**src/rtl/load_store_unit.sv**
```systemverilog
// load_store_unit: byte/half/word loads and stores onto a word-organised RAM.
// Sub-word and misaligned stores use read-merge-write. Optional macro
// LSU_MISALIGNED_EN enables split (two-word) accesses; without it misaligned
// H/W accesses are forced to natural alignment and flagged via `misaligned`.

package types_pkg;
  localparam int DATA_WIDTH = 32;
endpackage

module load_store_unit
  import types_pkg::*;
(
  input  logic                  clk,
  input  logic                  rst,
  input  logic                  req_valid,
  input  logic                  req_we,
  input  logic [2:0]            req_funct3,
  input  logic [DATA_WIDTH-1:0] req_addr,
  input  logic [DATA_WIDTH-1:0] req_wdata,
  output logic                  stall,
  output logic                  done,
  output logic [DATA_WIDTH-1:0] rdata,
  output logic                  misaligned,
  output logic [DATA_WIDTH-1:0] mem_a,
  output logic [DATA_WIDTH-1:0] mem_wd,
  output logic                  mem_we,
  input  logic [DATA_WIDTH-1:0] mem_rd
);

  typedef enum logic [1:0] {IDLE, W0, W1, RESP} state_t;

  state_t                state;
  logic                  we_q;
  logic [2:0]            f3_q;
  logic [DATA_WIDTH-1:0] addr_q;
  logic [DATA_WIDTH-1:0] wdata_q;
  logic                  mis_q;
  logic [DATA_WIDTH-1:0] cap_q;
  logic [DATA_WIDTH-1:0] cap_nxt;
  logic [DATA_WIDTH-1:0] word_a;
  logic [DATA_WIDTH-1:0] req_ea;
  logic [2:0]            req_size;
  logic [2:0]            size_q;
  logic [1:0]            off;
  logic [2:0]            lane;
  logic                  req_mis;
  logic                  split;

  // funct3[1:0]: 00 byte, 01 half, anything else runs as a full word
  function automatic logic [2:0] size_of(input logic [2:0] f3);
    case (f3[1:0])
      2'b00:   return 3'd1;
      2'b01:   return 3'd2;
      default: return 3'd4;
    endcase
  endfunction

  // Stores return zero; B/H loads are sign- or zero-extended by funct3[2]
  function automatic logic [DATA_WIDTH-1:0] extend(input logic [DATA_WIDTH-1:0] c,
                                                   input logic [2:0] f3, input logic we);
    if (we) return '0;
    case (f3)
      3'b000:  return {{24{c[7]}}, c[7:0]};
      3'b001:  return {{16{c[15]}}, c[15:0]};
      3'b100:  return {24'b0, c[7:0]};
      3'b101:  return {16'b0, c[15:0]};
      default: return c;
    endcase
  endfunction

  assign req_size = size_of(req_funct3);
  assign size_q   = size_of(f3_q);
  assign off      = addr_q[1:0];
  assign word_a   = {addr_q[DATA_WIDTH-1:2], 2'b00};

`ifdef LSU_MISALIGNED_EN
  assign req_ea  = req_addr;
  assign req_mis = 1'b0;
  assign split   = ({1'b0, off} + size_q) > 3'd4;
`else
  // No second word: snap misaligned H/W to the naturally aligned address
  assign req_mis = (req_size == 3'd2 && req_addr[0]) ||
                   (req_size == 3'd4 && req_addr[1:0] != 2'b00);
  assign req_ea  = {req_addr[DATA_WIDTH-1:2],
                    (req_size == 3'd4) ? 2'b00
                                       : {req_addr[1], (req_size == 3'd2) ? 1'b0 : req_addr[0]}};
  assign split   = 1'b0;
`endif

  assign stall = req_valid && (state != RESP) && !rst;

  // RAM port: per access byte k, lane k+off lives in W0 when <4, else in W1
  always_comb begin
    mem_a   = '0;
    mem_wd  = '0;
    mem_we  = 1'b0;
    cap_nxt = cap_q;
    lane    = '0;
    if (state == W0 || state == W1) begin
      mem_a  = (state == W1) ? word_a + 32'd4 : word_a;
      mem_wd = mem_rd;
      mem_we = we_q && !rst;
      for (int k = 0; k < 4; k++) begin
        lane = 3'(k) + {1'b0, off};
        if (3'(k) < size_q && lane[2] == (state == W1)) begin
          mem_wd[8*lane[1:0] +: 8] = wdata_q[8*k +: 8];
          cap_nxt[8*k +: 8]        = mem_rd[8*lane[1:0] +: 8];
        end
      end
    end
  end

  // Access sequencer with registered completion outputs
  always_ff @(posedge clk) begin
    if (rst) begin
      state      <= IDLE;
      we_q       <= 1'b0;
      f3_q       <= '0;
      addr_q     <= '0;
      wdata_q    <= '0;
      mis_q      <= 1'b0;
      cap_q      <= '0;
      done       <= 1'b0;
      rdata      <= '0;
      misaligned <= 1'b0;
    end else begin
      done <= 1'b0;
      case (state)
        IDLE: if (req_valid) begin
          we_q    <= req_we;
          f3_q    <= req_funct3;
          addr_q  <= req_ea;
          wdata_q <= req_wdata;
          mis_q   <= req_mis;
          cap_q   <= '0;
          state   <= W0;
        end
        W0, W1: begin
          cap_q <= cap_nxt;
          if (state == W0 && split) begin
            state <= W1;
          end else begin
            state      <= RESP;
            done       <= 1'b1;
            rdata      <= extend(cap_nxt, f3_q, we_q);
            misaligned <= mis_q;
          end
        end
        default: begin
          state      <= IDLE;
          rdata      <= '0;
          misaligned <= 1'b0;
        end
      endcase
    end
  end

endmodule

```
**config.mk**
```make
export PLATFORM = sky130hd
export DESIGN_NAME = load_store_unit
export DESIGN_NICKNAME = d
export VERILOG_FILES = /design/src/rtl/load_store_unit.sv
export SDC_FILE = /design/constraint.sdc
export NUM_CORES = 1
export LEC_CHECK = 0
export BUFFER_PORTS_ARGS = -buffer_cell sky130_fd_sc_hd__buf_4
export CAP_MARGIN = 10
export CORE_MARGIN = 5
export CORE_UTILIZATION = 55
export DETAILED_ROUTE_END_ITERATION = 16
export GPL_TIMING_DRIVEN = 1
export PLACE_DENSITY = 0.81
export SYNTH_ARGS = -nofsm -noshare
export SYNTH_HDL_FRONTEND = slang
export SYNTH_SLANG_ARGS = --single-unit
export TNS_END_PERCENT = 30
```
**constraint.sdc**
```tcl
create_clock -name clk -period 4.85 [get_ports clk]
set_input_delay 0.97 -clock clk [delete_from_list [all_inputs] [get_ports clk]]
set_output_delay 0.97 -clock clk [all_outputs]
set_load 0.05 [all_outputs]
```
==> results.txt, run 1 <==
----------------------------------------------------
[Yosys]
  Synth area leaders ... sky130_fd_sc_hd__dfxtp_1, sky130_fd_sc_hd__nand2_1, sky130_fd_sc_hd__mux4_2, sky130_fd_sc_hd__a21oi_1, sky130_fd_sc_hd__a22oi_1
  Mean cell area of the mapped netlist ... 8.11 sq um
  Proportion of synthesized flip-flops having asynchronous set or reset ... 0%
  Flip-flop cell with the highest count after synthesis ... sky130_fd_sc_hd__dfxtp_1
  Synth area leader ... sky130_fd_sc_hd__dfxtp_1
  Flops & latches, synth ... 137
  Number of flops mapped to enable cells by yosys ... 0
  Proportion of netlist area held by the largest area contributor ... 30.6%
  Mapped Cells ... 1104
  Register area share after synthesis ... 30.6%
  Combined area of all synthesized cells ... 0.00896 sq mm
  Yosys warning count ... 0
  Number of distinct library cells after synthesis ... 61

[Layout]
  Antenna cell count ... 0
  Area used by multi-input combinational logic ... 0.00565 sq mm
  Area taken by flip-flops and latches ... 0.00274 sq mm
  Share of final-layout standard cells stronger than drive strength 1 ... 26.0%
  Design area ... 0.0111 sq mm
  Total number of nets in the final design ... 1371
  Most common cell after layout, fill and taps aside ... sky130_fd_sc_hd__buf_4
  Count of filler cells inserted in the layout ... 1322
  Top library cells by usage in the layout, fill and taps aside ... sky130_fd_sc_hd__buf_4, sky130_fd_sc_hd__nand2_1, sky130_fd_sc_hd__dfxtp_1, sky130_fd_sc_hd__a21oi_1, sky130_fd_sc_hd__a22oi_1
  Area Growth Syn to Fin ... 24.0%

[Hold path]
  Worst Hold Launch ... cap_q[7]$_SDFFE_PP0P_
  Hold worst-path end ... cap_q[7]$_SDFFE_PP0P_
  Hold-critical path depth ... 2
  Hold Path Class ... flip-flop to flip-flop

[Power]
  Share of total power in combinational logic ... 35.3%
  Worst supply voltage drop on vdd ... 261 uV
  Power density cells ... 360 mW/mm^2
  Total chip power ... 4.00 mW
  P_sw ... 1.61 mW
  Internal ... 2.39 mW
  Part of the power in the clock network ... 32.1%
  Switching share of total power ... 40.2%
  Register share of total power ... 32.6%
  Leakage power of the design ... 4.07 nW

[GRT]
  Number of global-route vias before repair ... 8768
  Global-route wire length before repair ... 48.5 mm
  Initial antenna violation count ... 0
  Tot GR Track Use ... 32.6%
  GR Overflow Total ... 0
  Largest net degree at the start of global routing ... 67

[Clock network]
  Clock tree from TritonCTS ... yes
  Root Buffer Master ... sky130_fd_sc_hd__clkbuf_16
  Total number of H-tree levels ... 4
  Clock buffer count from CTS ... 17
  Clock transition at path regs ... 60 ps
  Number of sinks on the clock net ... 137
  Clk Latency, worst-skew pair ... 430 ps
  Hold buffer count at CTS ... 0
  Number of buffers between clock root and the deepest sink ... 2

[Setup path]
  Depth of the worst register-to-register path ... 7
  Stage delay of the slowest cell on the critical path ... 820 ps
  Worst setup slack for register-to-register paths ... 1450 ps
  Critical Path RT ... 3880 ps
  List of cells traversed by the critical path ... inv_1 > ha_1 > xor2_1 > nand2_1 > o211ai_1 > o221ai_1 > buf_4
  Arrival @ worst endpoint ... 3720 ps
  Slowest cell on crit path ... sky130_fd_sc_hd__o211ai_1
  Launch point of the critical path ... state[0]$_SDFFE_PP0P_
  CP max FO ... 15
  Critical path endpoint category ... primary output
  Worst Setup Start Kind ... flip-flop
  Endpoint of the most critical register-to-register path ... rdata[21]$_SDFFE_PP0N_
  Critical path type ... flip-flop to primary output
  Startpoint of the lowest-slack register-to-register path ... state[0]$_SDFFE_PP0P_

[Detailed routing]
  First-pass DRT Iterations ... 5
  Number of design rule violations left after detail routing ... 0
  Via-per-instance ratio ... 6.47
  Detailed-route wire length per cell ... 21.1 microns
  Iteration-0 DRC Markers ... 1290
  Total via count after detailed routing ... 9595
  Number of nets with antenna violations after detailed routing ... 0
  Overall routed net length ... 31.3 mm

[Floorplan]
  Number of ports placed on the die boundary ... 203
  Initial Util ... 56.2%
  Die Ht ... 138 microns
  Rows ... 46
  Core footprint ... 0.0159 sq mm
  Area of the die ... 0.0189 sq mm
  Horizontal die dimension ... 138 microns

[Place]
  Routability-driven placement congestion ratio ... 1.00
  Instance area at placement ... 0.0105 sq mm
  HPWL after DPL ... 22.9 mm
  Number of port buffers ... 200

[Run status]
  Run status ... completed

[Timing]
  Tmin final ... 4690 ps
  Unrepaired setup endpoints after global routing ... yes
  Setup TNS Final ... 0 ps
  Endpoints failing hold ... 0
  Relative max-transition margin ... 26.0%
  Tcrit/Tclk final ... 96.8%
  Timing-limited maximum frequency ... 213 MHz
  Post-Route Hold Slack ... 453 ps
  Worst Clk Skew ... 7.51 ps
  Final setup viols ... 0
  Slew @ Worst Pin ... 1110 ps
  Number of max-slew violations in the final report ... 0

[Job]
  Number of maximum-capacitance constraint violations ... 0

----------------------------------------------------
[through the flow]
| step | util, % | cells | setup WS, ps |
|---|---|---|---|
| after floorplan | - | 1105 | -80.6 |
| after global placement | 66.0 | 1451 | 642 |
| after detailed placement | 66.0 | 1451 | 553 |
| after CTS | 69.6 | 1483 | 99.4 |
| after global routing | 69.7 | 1483 | -3.26 |
| final | 69.7 | 1483 | 156 |
[repair_timing]
item,4_1_cts,5_1_grt
buffers inserted,0,0
setup endpoints to repair,0,5
resized for setup,0,1
[cells in the mapped netlist (5+ instances only)]
| master | n |
|---|---|
| sky130_fd_sc_hd__a21oi_1 | 100 |
| sky130_fd_sc_hd__buf_1 | 13 |
| sky130_fd_sc_hd__or3_1 | 8 |
| sky130_fd_sc_hd__nor3_1 | 11 |
| sky130_fd_sc_hd__a222oi_1 | 8 |
| sky130_fd_sc_hd__clkbuf_1 | 62 |
| sky130_fd_sc_hd__inv_1 | 52 |
| sky130_fd_sc_hd__or4_1 | 12 |
| sky130_fd_sc_hd__a32o_1 | 8 |
| sky130_fd_sc_hd__a311oi_1 | 6 |
| sky130_fd_sc_hd__a32oi_1 | 20 |
| sky130_fd_sc_hd__a21o_1 | 8 |
| sky130_fd_sc_hd__o21ai_0 | 19 |
| sky130_fd_sc_hd__buf_2 | 11 |
| sky130_fd_sc_hd__nor2b_1 | 21 |
| sky130_fd_sc_hd__o311ai_0 | 9 |
| sky130_fd_sc_hd__nand2_1 | 213 |
| sky130_fd_sc_hd__and3_1 | 13 |
| sky130_fd_sc_hd__nand2b_1 | 21 |
| sky130_fd_sc_hd__nand3_1 | 13 |
| sky130_fd_sc_hd__mux2_2 | 16 |
| sky130_fd_sc_hd__nor3b_1 | 6 |
| sky130_fd_sc_hd__mux4_2 | 31 |
| sky130_fd_sc_hd__a22oi_1 | 57 |
| sky130_fd_sc_hd__ha_1 | 14 |
| sky130_fd_sc_hd__nor4_1 | 5 |
| sky130_fd_sc_hd__dfxtp_1 | 137 |
| sky130_fd_sc_hd__nand4_1 | 16 |
| sky130_fd_sc_hd__o32ai_1 | 26 |
| sky130_fd_sc_hd__o211ai_1 | 34 |
| sky130_fd_sc_hd__o31ai_1 | 13 |
| sky130_fd_sc_hd__xor2_1 | 9 |
| sky130_fd_sc_hd__o221ai_1 | 18 |
| sky130_fd_sc_hd__nor2_1 | 33 |
| sky130_fd_sc_hd__xnor2_1 | 7 |
[sequential cells by signal, indices dropped and copies added, names as in the netlist, 2 cells and up]
name and count:
addr_q 32, cap_q 32, rdata 32, wdata_q 32, f3_q 3, state 2
[worst max path at each step]
stage                       to  slack (ps)  depth (start not counted)
floorplan           mem_wd[26]         -80                         10
global placement    mem_wd[14]         640                          7
detailed placement  mem_wd[14]         550                          7
CTS                 mem_wd[14]         100                          7
global route        mem_wd[16]          -3                          6
finish              mem_wd[15]         160                          7
[metal layers]
| metal | part of all wire (%) | wire length (microns) | track usage, % |
|---|---|---|---|
| met1 | 41 | 12800 | 46.4 |
| met2 | 45 | 14100 | 49.3 |
| met3 | 11 | 3440 | 7.09 |
| met4 | 3.0 | 939 | 10.6 |
| met5 | 0 | 0 | 0 |
[worst max-delay path, delay by kind of cell (launching register included)]
kind	cells	cell delay [ps]
AND/OR/NAND/NOR	1	430
buffers and inverters	2	340
AO/OA/AOI/OAI	2	1100
adder cells (fa/ha/maj)	1	620
flip-flops	1	340
XOR/XNOR	1	470
[power groups by stage]
stage | clock network [mW] | registers [mW] | logic [mW]
after floorplan | 0 | 1.37 | 0.882
after global placement | 0 | 1.32 | 1.37
after detailed placement | 0 | 1.33 | 1.38
after CTS | 1.29 | 1.30 | 1.39
after global routing | 1.34 | 1.32 | 1.49
final | 1.28 | 1.30 | 1.41
[layout make-up]
type	count	area share, %
multi-input combinational	823	50.8
sequential	137	24.7
timing repair buffer	223	15.1
clock buffer	18	3.95
tap	216	2.43
inverter	52	1.76
clock inverter	14	1.25
[cell families (layout without fill, tap and decap cells)]
| logic type | after synthesis | after routing | share of synthesized area [%] |
|---|---|---|---|
| mux | 51 | 51 | 10.3 |
| compound gates | 339 | 339 | 26.8 |
| buf+inv | 145 | 307 | 6.65 |
| other cells | 1 | 2 | 0.0419 |
| fa+ha+maj | 14 | 14 | 1.96 |
| xor+xnor | 16 | 16 | 1.56 |
| flops | 137 | 137 | 30.6 |
| simple gates | 401 | 401 | 22.1 |
Note: power is estimated with default switching activity, not from simulation.
==> inputs of run 2 (changes only) <==
MAX_ROUTING_LAYER = met4   (was unset)
==> run 2 against run 1 <==
Combinational power about the same. Largest cell class unchanged. First-iteration DRC count down 4.3%. Total power about the same. Final cell count about the same. Non-clock buffer count up 1. Design area about the same. Sequential power about the same. Die area unchanged. Routed wire length up 0.57%. Sequential cell count unchanged. Maximum frequency up 3.9%. Clock power about the same. Critical endpoint unchanged.
==> results.txt, run 2 (synthesized netlist as in run 1, its figures left out) <==
----------------------------------------------------
[Run status]
  Run status ... completed (unchanged)

[Power]
  Worst supply voltage drop on vdd ... 282 uV (was 261 uV)
  Register share of total power ... 32.5% (was 32.6%)
  Power density cells ... 360 mW/mm^2 (about the same)
  Total chip power ... 4.00 mW (about the same)
  Share of total power in combinational logic ... 35.5% (was 35.3%)
  Switching share of total power ... 41.3% (was 40.2%)
  Internal ... 2.35 mW (was 2.39 mW)
  Part of the power in the clock network ... 32.0% (was 32.1%)
  Leakage power of the design ... 4.06 nW (was 4.07 nW)
  P_sw ... 1.65 mW (was 1.61 mW)

[Floorplan]
  Area of the die ... 0.0189 sq mm (unchanged)
  Initial Util ... 56.2% (unchanged)
  Number of ports placed on the die boundary ... 203 (unchanged)
  Horizontal die dimension ... 138 microns (unchanged)
  Die Ht ... 138 microns (unchanged)
  Rows ... 46 (unchanged)
  Core footprint ... 0.0159 sq mm (unchanged)

[Detailed routing]
  Total via count after detailed routing ... 9634 (was 9595)
  Overall routed net length ... 31.5 mm (was 31.3 mm)
  Iteration-0 DRC Markers ... 1235 (was 1290)
  Number of nets with antenna violations after detailed routing ... 0 (unchanged)
  Via-per-instance ratio ... 6.49 (was 6.47)
  Number of design rule violations left after detail routing ... 0 (unchanged)
  Detailed-route wire length per cell ... 21.2 microns (was 21.1 microns)
  First-pass DRT Iterations ... 6 (was 5)

[Place]
  Number of instances in the placed design ... 1451 (unchanged)
  Number of port buffers ... 200 (unchanged)
  HPWL after DPL ... 23.0 mm (was 22.9 mm)
  Routability-driven placement congestion ratio ... 1.06 (was 1.00)
  Instance area at placement ... 0.0105 sq mm (about the same)

[Layout]
  Final non-filler cell total ... 1484 (was 1483)
  Total number of nets in the final design ... 1372 (was 1371)
  Share of final-layout standard cells stronger than drive strength 1 ... 26.0% (about the same)
  Antenna cell count ... 0 (unchanged)
  Most common cell after layout, fill and taps aside ... sky130_fd_sc_hd__buf_4 (unchanged)
  Area taken by flip-flops and latches ... 0.00274 sq mm (unchanged)
  Count of filler cells inserted in the layout ... 1342 (was 1322)
  Area Growth Syn to Fin ... 24.0% (about the same)
  Design area ... 0.0111 sq mm (about the same)
  Top library cells by usage in the layout, fill and taps aside ... sky130_fd_sc_hd__buf_4, sky130_fd_sc_hd__nand2_1, sky130_fd_sc_hd__dfxtp_1, sky130_fd_sc_hd__a21oi_1, sky130_fd_sc_hd__a22oi_1 (unchanged)
  Area used by multi-input combinational logic ... 0.00564 sq mm (was 0.00565 sq mm)

[Clock network]
  Post-CTS setup-driven buffer insertion count ... 0 (unchanged)
  Root Buffer Master ... sky130_fd_sc_hd__clkbuf_16 (unchanged)
  Total number of H-tree levels ... 4 (unchanged)
  Clock transition at path regs ... 70 ps (was 60 ps)
  Clk Latency, worst-skew pair ... 430 ps (about the same)
  Hold buffer count at CTS ... 0 (unchanged)
  Clock tree from TritonCTS ... yes (unchanged)
  Number of sinks on the clock net ... 137 (unchanged)
  Clock buffer count from CTS ... 17 (unchanged)
  Number of buffers between clock root and the deepest sink ... 2 (unchanged)
  Cells resized by post-CTS repair ... 0 (unchanged)

[GRT]
  Largest net degree at the start of global routing ... 67 (unchanged)
  Tot GR Track Use ... 33.8% (was 32.6%)
  Initial antenna violation count ... 0 (unchanged)
  Number of global-route vias before repair ... 9015 (was 8768)
  GR Overflow Total ... 0 (unchanged)
  Global-route wire length before repair ... 48.8 mm (was 48.5 mm)

[Setup path]
  Critical path endpoint category ... primary output (unchanged)
  Endpoint of the most critical register-to-register path ... rdata[21]$_SDFFE_PP0N_ (unchanged)
  Startpoint of the lowest-slack register-to-register path ... state[1]$_SDFFE_PP0P_ (was state[0]$_SDFFE_PP0P_)
  CP max FO ... 14 (was 15)
  Worst Setup Start Kind ... flip-flop (unchanged)
  List of cells traversed by the critical path ... ha_1 > xor2_1 > nand2_1 > o211ai_1 > o221ai_1 > buf_4 (was inv_1 > ha_1 > xor2_1 > nand2_1 > o211ai_1 > o221ai_1 > buf_4)
  Stage delay of the slowest cell on the critical path ... 780 ps (was 820 ps)
  Arrival @ worst endpoint ... 3550 ps (was 3720 ps)
  Critical path type ... flip-flop to primary output (unchanged)
  Critical Path RT ... 3880 ps (about the same)
  Top cell family by delay on the critical path ... compound AO/OA/AOI/OAI gates (unchanged)
  Depth of the worst register-to-register path ... 7 (unchanged)
  Worst Path Buf+Inv ... 1 (was 2)
  Slowest cell on crit path ... sky130_fd_sc_hd__o211ai_1 (unchanged)
  Worst setup slack for register-to-register paths ... 1360 ps (was 1450 ps)

[Timing]
  Worst Clk Skew ... 6.82 ps (was 7.51 ps)
  Unrepaired setup endpoints after global routing ... no (was yes)
  Slew @ Worst Pin ... 1250 ps (was 1110 ps)
  Setup TNS Final ... 0 ps (unchanged)
  Timing-limited maximum frequency ... 221 MHz (was 213 MHz)
  Post-Route Hold Slack ... 457 ps (was 453 ps)
  Number of max-slew violations in the final report ... 0 (unchanged)
  Endpoints failing hold ... 0 (unchanged)
  Tcrit/Tclk final ... 93.2% (was 96.8%)
  Tmin final ... 4520 ps (was 4690 ps)
  Relative max-transition margin ... 16.3% (was 26.0%)
  Final setup viols ... 0 (unchanged)

[Hold path]
  Hold-critical path depth ... 2 (unchanged)
  Hold Path Class ... flip-flop to flip-flop (unchanged)
  Worst Hold Launch ... rdata[4]$_SDFFE_PP0N_ (was cap_q[7]$_SDFFE_PP0P_)
  Hold worst-path end ... rdata[4]$_SDFFE_PP0N_ (was cap_q[7]$_SDFFE_PP0P_)

[Job]
  Number of maximum-capacitance constraint violations ... 0 (unchanged)

----------------------------------------------------
## run 2: routing by layer
metal | share of wire [%] | track usage (%)
met3 | 10 | 6.90
met2 | 45 | 49.8
met1 | 41 | 45.6
met4 | 3.5 | 13.1
met5 | 0 | -
## run 2: worst max-delay path by stage
stage,startpoint,to,depth (start not counted),slack [ps]
6_report,state[1]$_SDFFE_PP0P_,mem_wd[15],6,330
5_1_grt,state[0]$_SDFFE_PP0P_,mem_wd[15],7,150
4_1_cts,state[0]$_SDFFE_PP0P_,mem_wd[14],7,190
3_5_place_dp,state[0]$_SDFFE_PP0P_,mem_wd[13],7,670
3_3_place_gp,state[0]$_SDFFE_PP0P_,mem_wd[14],7,770
2_1_floorplan,addr_q[1]$_SDFFE_PP0P_,mem_wd[26],10,-80
## run 2: layout make-up
cell class / count / area share, %
clock buffer: 17 / 3.83
clock inverter: 15 / 1.33
inverter: 52 / 1.76
multi-input combinational: 823 / 50.8
sequential: 137 / 24.7
tap: 216 / 2.43
timing repair buffer: 224 / 15.1
## run 2: power by group through the flow
stage / sequential [mW] / combinational (mW) / clock, mW
global route: 1.31 / 1.50 / 1.32
CTS: 1.30 / 1.40 / 1.28
detailed placement: 1.32 / 1.39 / 0
floorplan: 1.37 / 0.882 / 0
finish: 1.30 / 1.42 / 1.28
global placement: 1.32 / 1.38 / 0
## run 2: worst register-to-register path, cell delays in order (launching register included)
cell,delay (ps)
sky130_fd_sc_hd__dfxtp_1,420
sky130_fd_sc_hd__inv_1,70
sky130_fd_sc_hd__ha_1,550
sky130_fd_sc_hd__buf_4,320
sky130_fd_sc_hd__or4b_1,800
sky130_fd_sc_hd__nor4_2,860
sky130_fd_sc_hd__a22oi_1,260
sky130_fd_sc_hd__o211ai_1,130
## run 2: metrics by stage
stage | setup slack (ps) | util [%]
global route | 149 | 69.7
detailed placement | 667 | 66.0
CTS | 188 | 69.6
finish | 332 | 69.7
global placement | 766 | 66.0
floorplan | -80.6 | -
==> inputs of run 3 (changes only) <==
BUFFER_PORTS_ARGS = unset   (was -buffer_cell sky130_fd_sc_hd__buf_4)
DONT_BUFFER_PORTS = 1   (was unset)
PLACE_DENSITY = 0.7   (was 0.81)
==> run 3 against run 2 <==
Final cell count down 9.4%. Non-clock buffer count down 140. First-iteration DRC count down 7.0%. Die area unchanged. Sequential share of layout area up 2.4 points. Sequential cell count unchanged. Critical path depth up 2. Hold slack worse by 7.6 ps. Sequential power up 6%. Clock skew up 5.5 ps. Highest routed layer unchanged.
==> results.txt, run 3 (synthesized netlist as in run 1, its figures left out) <==
----------------------------------------------------
[Layout]
  Final non-filler cell total ... 1344 (was 1484)
  Area Growth Syn to Fin ... 13.0% (was 24.0%)
  Final Core Density ... 63.5% (was 69.7%)
  Top library cells by usage in the layout, fill and taps aside ... sky130_fd_sc_hd__nand2_1, sky130_fd_sc_hd__dfxtp_1, sky130_fd_sc_hd__a21oi_1, sky130_fd_sc_hd__buf_4, sky130_fd_sc_hd__a22oi_1 (was sky130_fd_sc_hd__buf_4, sky130_fd_sc_hd__nand2_1, sky130_fd_sc_hd__dfxtp_1, sky130_fd_sc_hd__a21oi_1, sky130_fd_sc_hd__a22oi_1)
  Share of final-layout standard cells stronger than drive strength 1 ... 17.1% (was 26.0%)
  Total number of nets in the final design ... 1232 (was 1372)
  Antenna cell count ... 0 (unchanged)
  Most common cell after layout, fill and taps aside ... sky130_fd_sc_hd__nand2_1 (was sky130_fd_sc_hd__buf_4)
  Count of filler cells inserted in the layout ... 1477 (was 1342)

[GRT]
  Number of global-route vias before repair ... 8441 (was 9015)
  Global-route wire length before repair ... 47.4 mm (was 48.8 mm)
  GR Overflow Total ... 0 (unchanged)
  Tot GR Track Use ... 33.3% (was 33.8%)
  Largest net degree at the start of global routing ... 110 (was 67)
  Initial antenna violation count ... 0 (unchanged)

[Floorplan]
  Horizontal die dimension ... 138 microns (unchanged)
  Area of the die ... 0.0189 sq mm (unchanged)
  Rows ... 46 (unchanged)
  Core footprint ... 0.0159 sq mm (unchanged)
  Number of ports placed on the die boundary ... 203 (unchanged)
  Die Ht ... 138 microns (unchanged)
  Initial Util ... 56.2% (unchanged)

[Clock network]
  Total number of H-tree levels ... 4 (unchanged)
  Number of sinks on the clock net ... 137 (unchanged)
  Cells resized by post-CTS repair ... 0 (unchanged)
  Hold buffer count at CTS ... 0 (unchanged)
  Root Buffer Master ... sky130_fd_sc_hd__clkbuf_16 (unchanged)
  Clk Latency, worst-skew pair ... 430 ps (about the same)
  Clock tree from TritonCTS ... yes (unchanged)
  Post-CTS setup-driven buffer insertion count ... 0 (unchanged)
  Clock transition at path regs ... 60 ps (was 70 ps)
  Number of buffers between clock root and the deepest sink ... 2 (unchanged)
  Clock buffer count from CTS ... 17 (unchanged)

[Timing]
  Number of max-slew violations in the final report ... 0 (unchanged)
  Tmin final ... 4690 ps (was 4520 ps)
  Unrepaired setup endpoints after global routing ... no (unchanged)
  Relative max-transition margin ... 24.8% (was 16.3%)
  Endpoints failing hold ... 0 (unchanged)
  Timing-limited maximum frequency ... 213 MHz (was 221 MHz)
  Slew @ Worst Pin ... 1120 ps (was 1250 ps)
  Final setup viols ... 0 (unchanged)
  Tcrit/Tclk final ... 96.7% (was 93.2%)
  Worst Clk Skew ... 12.3 ps (was 6.82 ps)

[Detailed routing]
  First-pass DRT Iterations ... 6 (unchanged)
  Number of design rule violations left after detail routing ... 0 (unchanged)
  Iteration-0 DRC Markers ... 1148 (was 1235)
  Detailed-route wire length per cell ... 23.3 microns (was 21.2 microns)
  Via-per-instance ratio ... 6.83 (was 6.49)
  Overall routed net length ... 31.3 mm (was 31.5 mm)
  Number of nets with antenna violations after detailed routing ... 0 (unchanged)
  Total via count after detailed routing ... 9178 (was 9634)

[Power]
  Leakage power of the design ... 3.39 nW (was 4.06 nW)
  Power density cells ... 391 mW/mm^2 (was 360 mW/mm^2)
  Worst supply voltage drop on vdd ... 266 uV (was 282 uV)

[Hold path]
  Hold Path Class ... flip-flop to flip-flop (unchanged)
  Hold-critical path depth ... 2 (unchanged)

[Job]
  Number of maximum-capacitance constraint violations ... 0 (unchanged)

[Setup path]
  Critical path endpoint category ... primary output (unchanged)
  Arrival @ worst endpoint ... 3720 ps (was 3550 ps)
  CP max FO ... 14 (unchanged)
  Worst Setup Start Kind ... flip-flop (unchanged)
  Critical path type ... flip-flop to primary output (unchanged)
  Critical Path RT ... 3880 ps (about the same)
  Depth of the worst register-to-register path ... 7 (unchanged)

[Place]
  Number of instances in the placed design ... 1312 (was 1451)
  Routability-driven placement congestion ratio ... 1.00 (was 1.06)
  HPWL after DPL ... 23.0 mm (about the same)
  Number of port buffers ... 0 (was 200)

[Run status]
  Run status ... completed (unchanged)

----------------------------------------------------
run 3: cell count changes in the layout (fill, tap and decap cells not counted), sizes merged:
cell / previous run / this run
clkbuf: 18 / 22
inv: 62 / 53
clkinvlp: 3 / 2
buf: 223 / 84
clkinv: 2 / 4
bufinv: 0 / 3
run 3: final timing paths:
path / from / slack (ps) / endpoint
setup / recovery: f3_q[0]$_SDFFE_PP0P_ / 160 / mem_wd[19]
hold reg to reg: cap_q[7]$_SDFFE_PP0P_ / 450 / cap_q[7]$_SDFFE_PP0P_
setup reg to reg: state[1]$_SDFFE_PP0P_ / 1240 / rdata[8]$_SDFFE_PP0N_
hold / removal: cap_q[7]$_SDFFE_PP0P_ / 450 / cap_q[7]$_SDFFE_PP0P_
run 3: stage by stage:
stage / setup WS [ps] / area (sq um) / TNS (ps) / total power, mW / hold slack [ps]
6_report: 161 / 10100 / 0 / 3.96 / 449
5_1_grt: 81.6 / 10100 / 0 / 4.10 / 450
4_1_cts: 332 / 10100 / 0 / 3.95 / 445
3_5_place_dp: 790 / 9510 / 0 / 2.59 / 437
3_3_place_gp: 842 / 9510 / 0 / 2.58 / 429
2_1_floorplan: -80.6 / 8970 / -310 / 2.25 / 427
run 3: final cells by class:
| cell class | instances | area [sq um] | share of cell area [%] |
|---|---|---|---|
| multi-input combinational | 823 | 5670 | 56.0 |
| sequential | 137 | 2740 | 27.1 |
| timing repair buffer | 84 | 631 | 6.23 |
| clock buffer | 22 | 474 | 4.68 |
| tap | 216 | 270 | 2.67 |
| inverter | 52 | 195 | 1.93 |
| clock inverter | 10 | 141 | 1.40 |
run 3: critical path, stage by stage (launching register included):
cell	delay, ps
sky130_fd_sc_hd__dfxtp_1	380
sky130_fd_sc_hd__nor2_1	450
sky130_fd_sc_hd__inv_1	200
sky130_fd_sc_hd__ha_1	360
sky130_fd_sc_hd__inv_1	140
sky130_fd_sc_hd__nand2_1	390
sky130_fd_sc_hd__o221ai_1	820
sky130_fd_sc_hd__o221ai_1	270
sky130_fd_sc_hd__buf_4	260
run 3: routing by layer:
metal  vias up  track usage, %  share of wire [%]
met5         -               -                  0
met4         0            13.6                4.0
met3       103            6.61                9.3
met2       569            49.8                 45
met1      4345            44.1                 42
li1       4161               -                  -
run 3: report_power, final:
group	switching, mW	internal, mW	leakage (nW)
registers	0.167	1.21	1.12
logic	0.842	0.371	1.98
clock network	0.518	0.851	0.297
total	1.53	2.44	3.39
